--- config.mk ---
export PLATFORM = sky130hd
export DESIGN_NAME = dmem_arbiter
export DESIGN_NICKNAME = d
export VERILOG_FILES = /design/src/rtl/dmem_pkg.sv /design/src/rtl/dmem_arb_pick.sv /design/src/rtl/dmem_arbiter.sv
export SDC_FILE = /design/constraint.sdc
export NUM_CORES = 1
export LEC_CHECK = 0
export ABC_CLOCK_PERIOD_IN_PS = 12850
export CAP_MARGIN = 20
export CORE_AREA = 2 2 162 164
export CTS_CLUSTER_DIAMETER = 120
export DETAILED_ROUTE_END_ITERATION = 16
export DIE_AREA = 0 0 164 166
export PLACE_DENSITY_LB_ADDON = 0.1
export SLEW_MARGIN = 0
export SYNTH_ARGS = -nofsm -noshare
export SYNTH_HDL_FRONTEND = slang
export SYNTH_SLANG_ARGS = --single-unit
--- constraint.sdc ---
create_clock -name clk -period 12.85 [get_ports clk]
set_input_delay 2.57 -clock clk [delete_from_list [all_inputs] [get_ports clk]]
set_output_delay 2.57 -clock clk [all_outputs]
set_load 0.01 [all_outputs]
--- src/rtl/dmem_pkg.sv ---
// Shared types and sizing for the data-memory arbiter.
// Beat sequencing serialises one 64-bit access into byte-wide memory cycles.
package dmem_pkg;

    typedef enum logic [1:0] {
        IDLE = 2'd0,
        BUSY = 2'd1,
        DONE = 2'd2
    } state_t;

    localparam int unsigned BEATS         = 8;
    localparam int unsigned BEAT_W        = $clog2(BEATS);
    localparam int unsigned DATA_W        = 64;
    localparam int unsigned MEM_BYTES_DEF = 1024;
    localparam int unsigned ADDR_W_DEF    = $clog2(MEM_BYTES_DEF);

    // Width of a counter able to hold 0..max_val, never narrower than one bit.
    function automatic int unsigned cnt_width(input int unsigned max_val);
        int unsigned w;
        w = 1;
        while ((64'(1) << w) <= 64'(max_val)) begin
            w = w + 1;
        end
        return w;
    endfunction

endpackage

--- src/rtl/dmem_arb_pick.sv ---
// Combinational winner selection: requester 0 has priority unless
// requester 1 has been starved for STARVE_MAX consecutive grants.
module dmem_arb_pick
    import dmem_pkg::*;
#(
    parameter int unsigned STARVE_MAX = 4,
    parameter int unsigned CNT_W      = cnt_width(STARVE_MAX)
) (
    input  logic             i_m0_req,
    input  logic             i_m1_req,
    input  logic [CNT_W-1:0] i_starve_cnt,
    output logic             o_grant_c,
    output logic             o_sel_m1_c
);

    logic w_force_m1;

    always_comb begin
        w_force_m1 = i_m1_req && (i_starve_cnt == CNT_W'(STARVE_MAX));
        o_grant_c  = i_m0_req | i_m1_req;
        o_sel_m1_c = i_m1_req & (~i_m0_req | w_force_m1);
    end

endmodule

--- src/rtl/dmem_arbiter.sv ---
// Two-port arbiter in front of a byte-wide data memory; each granted 64-bit
// access is split into eight byte beats followed by a one-cycle done pulse.
module dmem_arbiter
    import dmem_pkg::*;
#(
    parameter int unsigned MEM_BYTES  = MEM_BYTES_DEF,
    parameter int unsigned STARVE_MAX = 4,
    localparam int unsigned AW        = $clog2(MEM_BYTES)
) (
    input  logic              clk,
    input  logic              reset,
    input  logic              m0_req,
    input  logic              m0_we,
    input  logic [DATA_W-1:0] m0_addr,
    input  logic [DATA_W-1:0] m0_wdata,
    output logic [DATA_W-1:0] m0_rdata,
    output logic              m0_done,
    input  logic              m1_req,
    input  logic              m1_we,
    input  logic [DATA_W-1:0] m1_addr,
    input  logic [DATA_W-1:0] m1_wdata,
    output logic [DATA_W-1:0] m1_rdata,
    output logic              m1_done,
    output logic [AW-1:0]     mem_addr,
    output logic              mem_we,
    output logic              mem_re,
    output logic [7:0]        mem_wdata,
    input  logic [7:0]        mem_rdata
);

    localparam int unsigned CNT_W = cnt_width(STARVE_MAX);
    localparam int unsigned IDX_W = BEAT_W + 3;

    state_t              r_state;
    state_t              w_state_nxt;
    logic                r_owner;
    logic                r_we;
    logic [AW-1:0]       r_addr;
    logic [DATA_W-1:0]   r_wdata;
    logic [BEAT_W-1:0]   r_beat;
    logic [CNT_W-1:0]    r_starve;
    logic [DATA_W-1:0]   r_m0_rdata;
    logic [DATA_W-1:0]   r_m1_rdata;

    logic                w_grant;
    logic                w_sel_m1;
    logic                w_load;
    logic [AW:0]         w_addr_sum;
    logic [AW-1:0]       w_beat_addr;
    logic [IDX_W-1:0]    w_byte_idx;
    logic                w_unused;

    assign w_unused = ^{m0_addr[DATA_W-1:AW], m1_addr[DATA_W-1:AW]};

    dmem_arb_pick #(
        .STARVE_MAX (STARVE_MAX),
        .CNT_W      (CNT_W)
    ) u_pick (
        .i_m0_req     (m0_req),
        .i_m1_req     (m1_req),
        .i_starve_cnt (r_starve),
        .o_grant_c    (w_grant),
        .o_sel_m1_c   (w_sel_m1)
    );

    // Beat address wraps modulo MEM_BYTES, also for non-power-of-two depths.
    always_comb begin
        w_addr_sum  = {1'b0, r_addr} + (AW+1)'(r_beat);
        w_beat_addr = (w_addr_sum >= (AW+1)'(MEM_BYTES))
                    ? AW'(w_addr_sum - (AW+1)'(MEM_BYTES))
                    : AW'(w_addr_sum);
        w_byte_idx  = {r_beat, 3'b000};
    end

    always_ff @(posedge clk or posedge reset) begin
        if (reset) begin
            r_state <= IDLE;
        end else begin
            r_state <= w_state_nxt;
        end
    end

    always_comb begin
        w_state_nxt = r_state;
        w_load      = 1'b0;
        mem_addr    = '0;
        mem_we      = 1'b0;
        mem_re      = 1'b0;
        mem_wdata   = '0;
        m0_done     = 1'b0;
        m1_done     = 1'b0;
        case (r_state)
            IDLE: begin
                if (w_grant) begin
                    w_load      = 1'b1;
                    w_state_nxt = BUSY;
                end
            end
            BUSY: begin
                mem_addr  = w_beat_addr;
                mem_we    = r_we;
                mem_re    = ~r_we;
                mem_wdata = r_wdata[w_byte_idx +: 8];
                if (r_beat == BEAT_W'(BEATS - 1)) begin
                    w_state_nxt = DONE;
                end
            end
            DONE: begin
                m0_done     = ~r_owner;
                m1_done     = r_owner;
                w_state_nxt = IDLE;
            end
            default: begin
                w_state_nxt = IDLE;
            end
        endcase
    end

    // Grant latching, starvation tracking and beat datapath.
    always_ff @(posedge clk or posedge reset) begin
        if (reset) begin
            r_owner    <= 1'b0;
            r_we       <= 1'b0;
            r_addr     <= '0;
            r_wdata    <= '0;
            r_beat     <= '0;
            r_starve   <= '0;
            r_m0_rdata <= '0;
            r_m1_rdata <= '0;
        end else if (w_load) begin
            r_owner <= w_sel_m1;
            r_we    <= w_sel_m1 ? m1_we : m0_we;
            r_addr  <= w_sel_m1 ? m1_addr[AW-1:0] : m0_addr[AW-1:0];
            r_wdata <= w_sel_m1 ? m1_wdata : m0_wdata;
            r_beat  <= '0;
            if (w_sel_m1 || !m1_req) begin
                r_starve <= '0;
            end else if (r_starve != CNT_W'(STARVE_MAX)) begin
                r_starve <= r_starve + CNT_W'(1);
            end
        end else if (r_state == BUSY) begin
            r_beat <= r_beat + BEAT_W'(1);
            if (!r_we) begin
                if (r_owner) begin
                    r_m1_rdata[w_byte_idx +: 8] <= mem_rdata;
                end else begin
                    r_m0_rdata[w_byte_idx +: 8] <= mem_rdata;
                end
            end
        end
    end

    assign m0_rdata = r_m0_rdata;
    assign m1_rdata = r_m1_rdata;

endmodule

==> summary.md, run 1 <==
| Metric | Value |
|---|---|
| RSZ-0062 raised after global routing | no |
| Final Hold Violating Endpoints | 0 |
| P&R area growth vs syn | 43.99% |
| Yosys cell types | 46 |
| Gr usage total | 0.1910 |
| Outcome | finished, final reports clean |
| Relative slew margins | 0.2604 |
| # resized after CTS | 0 |
| Pre-Repair DR Iteration Count | 4 |
| FFs w/ async S/R, synth | 1.000 |
| Avg WL per Cell | approximately 18 um |
| DP Worst Slack | just over 7 ns |
| Syn nets | 1051 |
| Vias | about 7000 |
| Nature of the critical path endpoint | output pin |
| Critical Path AT | 2.95 ns |
| # nets final | around 1400 |
| Synth Cell Area | 9724 um2 |
| Critical-path top delay cell | nor2_1 |
| Worst clock skew | 0.007331 ns |
| Input/output buffers | between 300 and 400 |
| Critical path type | register to output pin |
| Gr ovfl total | 0 |
| Post-route cell area | 14000 um2 |
| Sequential area share after synthesis | 0.5455 |
| Post-CTS Setup Repair Bufs | 0 |
| Final Setup Violations | 0 |
| CTS clock-pin slew for the worst setup and hold paths | 0.06 ns |
| Most used DFF post-synth | dfrtp_1 |
| Worst-Skew Late Latency | 0.50 ns |
| Final Routed Wirelength | between 20000 and 30000 um |
| CTS Sinks | 212 |
| DP Wirelength | 19310 um |
| H-tree depth | 1 |
| Power density over the cells | about 230 nW/um2 |
| Fill count | 2275 |
| Slowest Stage Delay on Critical Path | 0.65 ns |
| First-pass GRT wire length | 40390 um |
| Placed Area | 13140 um2 |
| Sequential Area | 5305 um2 |
| Chip Width | around 160 um |
| Die footprint | 27220 um2 |
| # rows | just under 60 |
| Root cell of the clock tree | clkbuf_16 |
| Die Y | 166 um |
| Worst min-delay path class | register to register |
| Initial antenna violation count | 1 |
| Max VDD drop | 0.0001093 V |
| Post-synth EDFFs | 0 |
| DR iter-0 viols | 376 |
| Vias in the first global route | 7046 |
| Total negative slack | 0 ns |
| Slew Limit Fails | 0 |
| Pleak | 6.496 nW |
| Yosys reg bits | 212 |
| CTS tree | done |
| Initial Util | 0.3796 |
| Multi-input gate area | 4234 um2 |
| Worst EP required | between 10 and 15 ns |
| CP Max Fanout | 14 |
| Synth Warn # | 0 |
| Cells after Synth | about 770 |
| Largest net degree at the start of global routing | ~150 |
| Antenna Nets Post-Route | 0 |
| CTS Hold Bufs | 0 |
| Tcrit/Tclk final | 0.4296 |
| Commonest cells after routing, fill and taps aside | 311 x clkdlybuf4s50_1, 212 x dfrtp_1, 127 x mux2_2 |
| GP Congestion | about 0.74 |
| Maxcap violations | 0 |
| Synthesized area per cell | roughly 13 um2 |
| Clock Tree Buf Depth | 3 |
| Min Tclk post-route | 5.520 ns |
| Crit-path cells | nand2b_1, nor2_1, a22o_1, clkdlybuf4s50_1 |
| DRC violation count after routing | 0 |
| Proportion of layout cells with a drive suffix above 1 | 0.1885 |
| Setup WS post-layout | 7.330 ns |
| Number of vias per cell | ~5 |
| Most common cell after layout, fill and taps aside | clkdlybuf4s50_1 |
| # diodes | 0 |
| Worst-Margin Slew | 1.107 ns |
| Fmax | around 180 MHz |
| Core area | 25620 um2 |
| Total CTS buffers | 23 |
| CP Launch Type | register |
| Io pins | 420 |
==> worst max-delay path, delay by kind of cell (launching register included) <==
family	cells	cell delay [ns]
buf+inv	1	0.57
simple gates	2	1.07
flops	1	0.46
compound gates	1	0.34
==> cell usage after synthesis, types with 2 or more instances <==
master    number  area, um2
xor2_1         3      26.28
mux2_2       127       1430
nor3_1         3      15.01
o21ai_1       14      70.07
mux2i_1       76      760.7
clkbuf_1      16      60.06
inv_1          8      30.03
and3_1        11      68.82
o21ai_0       67      335.3
and2_1        19      118.9
a21oi_1        3      15.01
buf_4          4      30.03
a22o_1         8      70.07
buf_2         10      50.05
nor2_2         6      37.54
nand3_1        3      15.01
nor2b_1        3      18.77
buf_1          2      7.510
nor2_1        14      52.55
buf_6          2      22.52
ha_1          12      150.1
and4bb_2       2      25.02
nand2_2        3      18.77
nand2_4        3      33.78
xnor2_1        3      26.28
nor3b_1        2      15.01
nand2b_1       3      18.77
nand4_1        2      12.51
mux4_2        16      360.4
nand2_1       93      349.1
dfrtp_1      212       5305
o31ai_1        4      30.03
==> report_power, final <==
part | internal (mW) | switching [mW] | total, mW
sequential | 0.938 | 0.163 | 1.10
clock | 0.415 | 0.263 | 0.678
combinational | 0.747 | 0.636 | 1.38
total | 2.10 | 1.06 | 3.16
==> final cells by class <==
cell class / instances / share of cell area
clock buffers: 37 / 0.05058
clock inverters: 4 / 0.005183
inverters: 8 / 0.002681
multi-input cells: 514 / 0.3024
flip-flops and latches: 212 / 0.3789
well taps: 335 / 0.02993
repair buffers: 318 / 0.2304
==> cells by family after synthesis <==
family,count (synthesis),share of synthesized area
buffers and inverters,42,0.02059
XOR/XNOR,6,0.005405
adder cells (fa/ha/maj),13,0.01750
AND/OR/NAND/NOR,173,0.08878
multiplexers,220,0.2635
flip-flops,212,0.5455
AO/OA/AOI/OAI,102,0.05867
==> state kept, by name, summed over array words and instances (netlist names) <==
| signal | flops |
|---|---|
| r_starve | 3 |
| r_addr | 10 |
| r_owner | 1 |
| m0_rdata | 64 |
| r_wdata | 64 |
| r_state | 2 |
| r_beat | 3 |
| m1_rdata | 64 |
| r_we | 1 |
==> worst paths after layout <==
kind | start | end | slack [ns] | cells after the start
worst max register to register | r_beat[0] | m1_rdata[34] | 9.90 | 8
worst min register to register | r_wdata[30] | r_wdata[30] | 0.47 | 2
min in group asynchronous | reset | m0_rdata[26] | 2.44 | 2
max in group asynchronous | reset | m0_rdata[4] | 8.70 | 4
worst min-delay path | r_wdata[30] | r_wdata[30] | 0.47 | 2
worst max-delay path | r_state[1] | mem_wdata[7] | 7.33 | 4
==> metrics by stage <==
stage                     std cells  hold WS [ns]  power [mW]  utilization
final                          1428        0.4743       3.161       0.5466
after CTS                      1425        0.4795       3.194       0.5434
after global routing           1428        0.5043       3.370       0.5466
after detailed placement       1384        0.4662       2.502       0.5129
after floorplan                 768        0.4446       1.821            -
after global placement         1384        0.4560       2.480       0.5129
==> routing by layer <==
| metal | vias to the layer above | GRT usage | routed length (um) |
|---|---|---|---|
| met3 | 28 | 0.04471 | 1785 |
| met5 | - | 0 | 12 |
| met1 | 3345 | 0.2533 | 11460 |
| met2 | 234 | 0.3191 | 12570 |
| li1 | 3347 | - | - |
| met4 | 2 | 0.04119 | 406 |
Power figures use the tool's default switching activity.
==> run 2, diff against run 1 <==
--- a/config.mk
+++ b/config.mk
@@ -5,12 +5,12 @@
 export SDC_FILE = /design/constraint.sdc
 export NUM_CORES = 1
 export LEC_CHECK = 0
-export ABC_CLOCK_PERIOD_IN_PS = 12850
+export ABC_CLOCK_PERIOD_IN_PS = 4600
 export CAP_MARGIN = 20
-export CORE_AREA = 2 2 162 164
+export CORE_AREA = 2 2 161 163
 export CTS_CLUSTER_DIAMETER = 120
 export DETAILED_ROUTE_END_ITERATION = 16
-export DIE_AREA = 0 0 164 166
+export DIE_AREA = 0 0 163 165
 export PLACE_DENSITY_LB_ADDON = 0.1
 export SLEW_MARGIN = 0
 export SYNTH_ARGS = -nofsm -noshare
==> constraint.sdc (replaced) <==
create_clock -name clk -period 4.6 [get_ports clk]
set_input_delay 0.92 -clock clk [delete_from_list [all_inputs] [get_ports clk]]
set_output_delay 0.92 -clock clk [all_outputs]
set_load 0.01 [all_outputs]
==> run 2 against run 1 <==
Effect of this change:
- first-iteration DRC count decreased by 6.1%
- register-to-register slack worse by 8.2 ns
- utilization grew 1.1 points
- sequential share of layout area is 0.11 points higher
- die area shrank 1.2%
- global-route usage grew 0.34 points
- combinational power rose to 2.8 times the previous value
- worst hold slack lost 0.0020 ns
- flip-flop and latch count unchanged
- clock skew is 0.0025 ns higher
- sequential power increased to 2.8 times the previous value
- final cell count down 0.28%
- critical path type unchanged
- critical endpoint is now mem_wdata[6]
- largest power group unchanged
- highest routed layer is now met4
==> summary.md, run 2 (synthesis gave the netlist of run 1 again) <==
| Metric | Value |
|---|---|
| Die Y | 165 um (was 166 um) |
| Net Switching | 2.960 mW (was 1.062 mW) |
| H-tree depth | 1 (unchanged) |
| Antenna Nets Post-Route | 0 (unchanged) |
| Critical Path AT | 2.80 ns (was 2.95 ns) |
| Gr ovfl total | 0 (unchanged) |
| Worst clock skew | 0.009834 ns (was 0.007331 ns) |
| CTS Sinks | 212 (unchanged) |
| Avg WL per Cell | 18.38 um (was 18.37 um) |
| Pre-Repair DR Iteration Count | 4 (unchanged) |
| Post-route cell area | 13960 um2 (was 14000 um2) |
| Final Instance Count excl. Fillers | 1424 (was 1428) |
| Core area | 25040 um2 (was 25620 um2) |
| Die footprint | 26900 um2 (was 27220 um2) |
| P_int | 5.801 mW (was 2.099 mW) |
| Largest net degree at the start of global routing | 106 (was 148) |
| Crit. Startpoint | r_state[1] (unchanged) |
| Worst-Margin Slew | 0.9596 ns (was 1.107 ns) |
| Worst-Skew Late Latency | 0.50 ns (about the same) |
| Critical path type | register to output pin (unchanged) |
| RSZ-0062 raised after global routing | no (unchanged) |
| Slew Limit Fails | 0 (unchanged) |
| Input/output buffers | 311 (unchanged) |
| # rows | 58 (was 59) |
| Proportion of layout cells with a drive suffix above 1 | 0.1920 (was 0.1885) |
| Worst reg2reg startpoint | r_beat[0] (unchanged) |
| Power density over the cells | 627.4 nW/um2 (was 225.8 nW/um2) |
| Total negative slack | 0 ns (unchanged) |
| Outcome | finished, final reports clean (unchanged) |
| Vias in the first global route | 7141 (was 7046) |
| Final Routed Wirelength | 26170 um (was 26230 um) |
| CTS Hold Bufs | 0 (unchanged) |
| Logic pwr share | 0.437 (was 0.438) |
| Worst Hold Margin | 0.4724 ns (was 0.4743 ns) |
| Placed instance count | 1384 (unchanged) |
| CTS clock-pin slew for the worst setup and hold paths | 0.06 ns (about the same) |
| Final Hold Violating Endpoints | 0 (unchanged) |
| Commonest cells after routing, fill and taps aside | 311 x clkdlybuf4s50_1, 211 x dfrtp_1, 127 x mux2_2 (was 311 x clkdlybuf4s50_1, 212 x dfrtp_1, 127 x mux2_2) |
| Number of vias per cell | 4.905 (was 4.871) |
| CP Max Fanout | 14 (unchanged) |
| Chip Width | 163 um (was 164 um) |
| Total CTS buffers | 24 (was 23) |
| Tcrit/Tclk final | 0.8082 |
| CP Launch Type | register (unchanged) |
| Io pins | 420 (unchanged) |
| # nets final | 1363 (was 1360) |
| First-pass GRT wire length | 40320 um (was 40390 um) |
| Sw frac | 0.3378 (was 0.3359) |
| Final Setup Violations | 0 (unchanged) |
| Worst min-delay path class | register to register (unchanged) |
| # resized after CTS | 0 (unchanged) |
| CTS tree | done (unchanged) |
| Clk pwr share | 0.213 (was 0.214) |
| Initial Util | 0.3884 (was 0.3796) |
| Post-CTS Setup Repair Bufs | 0 (unchanged) |
| DR iter-0 viols | 353 (was 376) |
| Initial antenna violation count | 0 (was 1) |
| GP Congestion | 0.7263 (was 0.7399) |
| Min Tclk post-route | 3.718 ns |
| Most common cell after layout, fill and taps aside | clkdlybuf4s50_1 (unchanged) |
| Clock Tree Buf Depth | 3 (unchanged) |
| DRC violation count after routing | 0 (unchanged) |
| # diodes | 0 (unchanged) |
| DP Wirelength | 19570 um (was 19310 um) |
| Pleak | 6.483 nW (was 6.496 nW) |
| Hold Crit Start | r_wdata[16] (was r_wdata[30]) |
| Gr usage total | 0.1944 (was 0.1910) |
| Max VDD drop | 0.0002748 V (was 0.0001093 V) |
| Root cell of the clock tree | clkbuf_16 (unchanged) |
| Worst EP required | 3.68 ns (was 10.28 ns) |
| Seq pwr share | 0.350 (was 0.348) |
| Total Power | 8.760 mW (was 3.161 mW) |
| Relative slew margins | 0.3589 (was 0.2604) |
| Fmax | roughly 270 MHz |
| Vias | 6985 (was 6956) |
| Nature of the critical path endpoint | output pin (unchanged) |
| P&R area growth vs syn | 43.59% (was 43.99%) |
| Placed Area | 13190 um2 (was 13140 um2) |
| Maxcap violations | 0 (unchanged) |
==> run 2: path summary, 6_finish.rpt <==
path / end / slack (ns) / depth (start not counted)
setup / recovery: mem_wdata[6] / 0.88 / 4
hold / removal: r_wdata[16] / 0.47 / 2
hold reg to reg: r_wdata[16] / 0.47 / 2
setup reg to reg: m0_rdata[60] / 1.72 / 7
max in group asynchronous: m1_rdata[15] / 2.74 / 3
min in group asynchronous: r_wdata[9] / 0.81 / 2
==> run 2: critical path, cell delays in order (launching register included) <==
cell and delay, ns:
dfrtp_1 0.45, nand2b_1 0.40, nor2_1 0.59, a22o_1 0.26, clkdlybuf4s50_1 0.59
==> run 2: power by group through the flow <==
stage	Sequential (mW)	Clock (mW)	Combinational [mW]
CTS	3.07	1.91	3.91
global placement	3.08	0	3.85
floorplan	3.19	0	1.90
detailed placement	3.10	0	3.89
global route	3.16	2.00	4.20
finish	3.07	1.86	3.83
==> run 2: cell type report <==
type	instances	area, um2
sequential	212	5306
multi-input combinational	514	4234
clock inverter	6	61.31
timing repair buffer	320	3206
inverter	8	33.78
clock buffer	34	709.4
tap	330	412.9
fill	2239	11070
==> run 2: per-layer routing <==
metal | share of wire | GRT usage
met2 | 0.50 | 0.3432
met1 | 0.42 | 0.2439
met5 | 0 | 0
met3 | 0.072 | 0.04872
met4 | 0.012 | 0.03580
==> run 2: metrics by stage <==
step,utilization,setup WS [ns]
5_1_grt,0.5577,0.6478
2_1_floorplan,-,0.9238
4_1_cts,0.5577,0.8092
3_5_place_dp,0.5269,1.361
6_report,0.5577,0.8825
3_3_place_gp,0.5269,1.389
==> run 3, diff against run 2 <==
--- a/config.mk
+++ b/config.mk
@@ -5,12 +5,12 @@
 export SDC_FILE = /design/constraint.sdc
 export NUM_CORES = 1
 export LEC_CHECK = 0
-export ABC_CLOCK_PERIOD_IN_PS = 4600
+export ABC_CLOCK_PERIOD_IN_PS = 3580
 export CAP_MARGIN = 20
-export CORE_AREA = 2 2 161 163
+export CORE_AREA = 2 2 163 165
 export CTS_CLUSTER_DIAMETER = 120
 export DETAILED_ROUTE_END_ITERATION = 16
-export DIE_AREA = 0 0 163 165
+export DIE_AREA = 0 0 165 167
 export PLACE_DENSITY_LB_ADDON = 0.1
 export SLEW_MARGIN = 0
 export SYNTH_ARGS = -nofsm -noshare
==> constraint.sdc (replaced) <==
create_clock -name clk -period 3.58 [get_ports clk]
set_input_delay 0.716 -clock clk [delete_from_list [all_inputs] [get_ports clk]]
set_output_delay 0.716 -clock clk [all_outputs]
set_load 0.01 [all_outputs]
==> run 3 against run 2 <==
Effect of this change:
- wire length stayed put
- critical path depth increased by 4
- total power grew 30%
- clock power grew 33%
- clock skew about the same
==> summary.md, run 3 (synthesis gave the netlist of run 1 again) <==
| Metric | Value |
|---|---|
| Outcome | finished, final reports clean (unchanged) |
| Final Hold Violating Endpoints | 0 (unchanged) |
| Pre-Repair DR Iteration Count | 4 (unchanged) |
| Pleak | 6.508 nW (was 6.483 nW) |
| Most common cell after layout, fill and taps aside | clkdlybuf4s50_1 (unchanged) |
| Critical path type | register to output pin (unchanged) |
| Proportion of layout cells with a drive suffix above 1 | 0.1976 (was 0.1920) |
| CTS Hold Bufs | 0 (unchanged) |
| H-tree depth | 1 (unchanged) |
| Worst-Skew Late Latency | 0.51 ns (was 0.50 ns) |
| P&R area growth vs syn | 44.47% (was 43.59%) |
| Die footprint | 27560 um2 (was 26900 um2) |
| Relative slew margins | 0.3495 (was 0.3589) |
| Total CTS buffers | 23 (was 24) |
| DRC violation count after routing | 0 (unchanged) |
| Power density over the cells | 809.1 nW/um2 (was 627.4 nW/um2) |
| Input/output buffers | 311 (unchanged) |
| Final Setup Violations | 0 (unchanged) |
| Max VDD drop | 0.0004107 V (was 0.0002748 V) |
| CTS Sinks | 212 (unchanged) |
| CTS tree | done (unchanged) |
| Tcrit/Tclk final | 0.9497 |
| Commonest cells after routing, fill and taps aside | 311 x clkdlybuf4s50_1, 211 x dfrtp_1, 127 x mux2_2 (unchanged) |
| Min Tclk post-route | 3.400 ns |
| Worst EP required | 2.86 ns (was 3.68 ns) |
| Worst min-delay path class | register to register (unchanged) |
| Gr usage total | 0.1902 (was 0.1944) |
| Reg2reg path depth | 7 (unchanged) |
| DP Wirelength | 19670 um (was 19570 um) |
| Worst Hold Margin | 0.4755 ns (was 0.4724 ns) |
| Antenna Nets Post-Route | 0 (unchanged) |
| CP endpoint | mem_addr[8] (was mem_wdata[6]) |
| GP Congestion | 0.7797 (was 0.7263) |
| # nets final | 1364 (was 1363) |
| CP Max Fanout | 4 (was 14) |
| Initial Util | 0.3774 (was 0.3884) |
| Worst-Margin Slew | 0.9737 ns (was 0.9596 ns) |
| Worst clock skew | 0.009613 ns (was 0.009834 ns) |
| RSZ-0062 raised after global routing | no (unchanged) |
| DR iter-0 viols | 371 (was 353) |
| Crit. Startpoint | r_beat[0] (was r_state[1]) |
| Fmax | 294.1 MHz |
| Core area | 25760 um2 (was 25040 um2) |
| Io pins | 420 (unchanged) |
| Critical Path AT | 2.68 ns (was 2.80 ns) |
| Chip Width | 165 um (was 163 um) |
| Slew Limit Fails | 0 (unchanged) |
| Avg WL per Cell | 18.27 um (was 18.38 um) |
| Util after Layout | 0.5453 (was 0.5577) |
| CP Launch Type | register (unchanged) |
| Maxcap violations | 0 (unchanged) |
| Die Y | 167 um (was 165 um) |
| Initial antenna violation count | 0 (unchanged) |
| Clock Tree Buf Depth | 3 (unchanged) |
| Reg2reg setup slack | 0.69 ns (was 1.72 ns) |
| Largest net degree at the start of global routing | 91 (was 106) |
| Root cell of the clock tree | clkbuf_16 (unchanged) |
| CTS clock-pin slew for the worst setup and hold paths | 0.06 ns (about the same) |
| Gr ovfl total | 0 (unchanged) |
| Vias | 6990 (was 6985) |
| First-pass GRT wire length | 40450 um (was 40320 um) |
| Nature of the critical path endpoint | output pin (unchanged) |
| Total negative slack | 0 ns (unchanged) |
| # rows | 59 (was 58) |
| # diodes | 0 (unchanged) |
| Number of vias per cell | 4.878 (was 4.905) |
| Worst reg2reg startpoint | r_beat[0] (unchanged) |
| Final Routed Wirelength | 26170 um (unchanged) |
| Total Power | 11.37 mW (was 8.760 mW) |
| Vias in the first global route | 7042 (was 7141) |
| Reg2reg end | m0_rdata[59] (was m0_rdata[60]) |
## run 3: changes by cell type in the layout (fill, tap and decap cells not counted)
cell	change
clkbuf_1	-2
nor2b_1	-1
clkinvlp_4	+4
buf_12	+3
clkbuf_8	-1
clkinv_2	+1
bufinv_16	+2
clkbuf_16	-2
nor2b_2	+1
buf_4	-1
## run 3: critical path: stages, from the launching register on
cell	delay, ns
dfrtp_2	0.36
ha_1	0.16
inv_1	0.05
fa_1	0.39
nor2b_2	0.20
o2111ai_1	0.14
xor2_1	0.16
nor2_1	0.14
clkdlybuf4s50_1	0.56
## run 3: metal layers
metal	vias to the layer above	track usage	routed length (um)
met5	-	0	0
met4	0	0.03554	297
met3	26	0.05006	2016
met2	232	0.3219	12840
met1	3385	0.2468	11020
li1	3347	-	-
## run 3: what timing repair did
action / CTS / global route
setup endpoints to repair: 0 / 2
buffers inserted: 0 / 0
resized for setup: 0 / 1
## run 3: layout make-up
| cell class | count | area (um2) |
|---|---|---|
| multi-input cells | 514 | 4237 |
| clock inverters | 13 | 156.4 |
| well taps | 335 | 419.2 |
| flip-flops and latches | 212 | 5306 |
| repair buffers | 322 | 3258 |
| clock buffers | 29 | 638.1 |
| fillers | 2329 | 11720 |
| inverters | 8 | 33.78 |
## run 3: worst min-delay path by stage
| stage | from | end | slack (ns) | cells past startpoint |
|---|---|---|---|---|
| after detailed placement | r_wdata[56] | r_wdata[56] | 0.47 | 2 |
| after global placement | r_wdata[38] | r_wdata[38] | 0.46 | 2 |
| after global routing | r_wdata[54] | r_wdata[54] | 0.50 | 2 |
| final | r_wdata[57] | r_wdata[57] | 0.48 | 2 |
| after CTS | r_wdata[56] | r_wdata[56] | 0.48 | 2 |
| after floorplan | r_wdata[16] | r_wdata[16] | 0.44 | 2 |
## run 3: through the flow
| step | setup WS, ns | cells | area, um2 |
|---|---|---|---|
| floorplan | 0.1078 | 768 | 9728 |
| global placement | 0.6431 | 1391 | 13250 |
| detailed placement | 0.6379 | 1391 | 13250 |
| CTS | 0.08609 | 1433 | 14050 |
| global route | 0.03846 | 1433 | 14050 |
| finish | 0.1801 | 1433 | 14050 |
## run 3: report_power, final
part / leakage [nW] / internal [mW] / switching, mW
Clock: 0.378 / 1.48 / 0.995
Sequential: 2.73 / 3.37 / 0.592
Combinational: 3.40 / 2.67 / 2.26
Total: 6.51 / 7.52 / 3.85
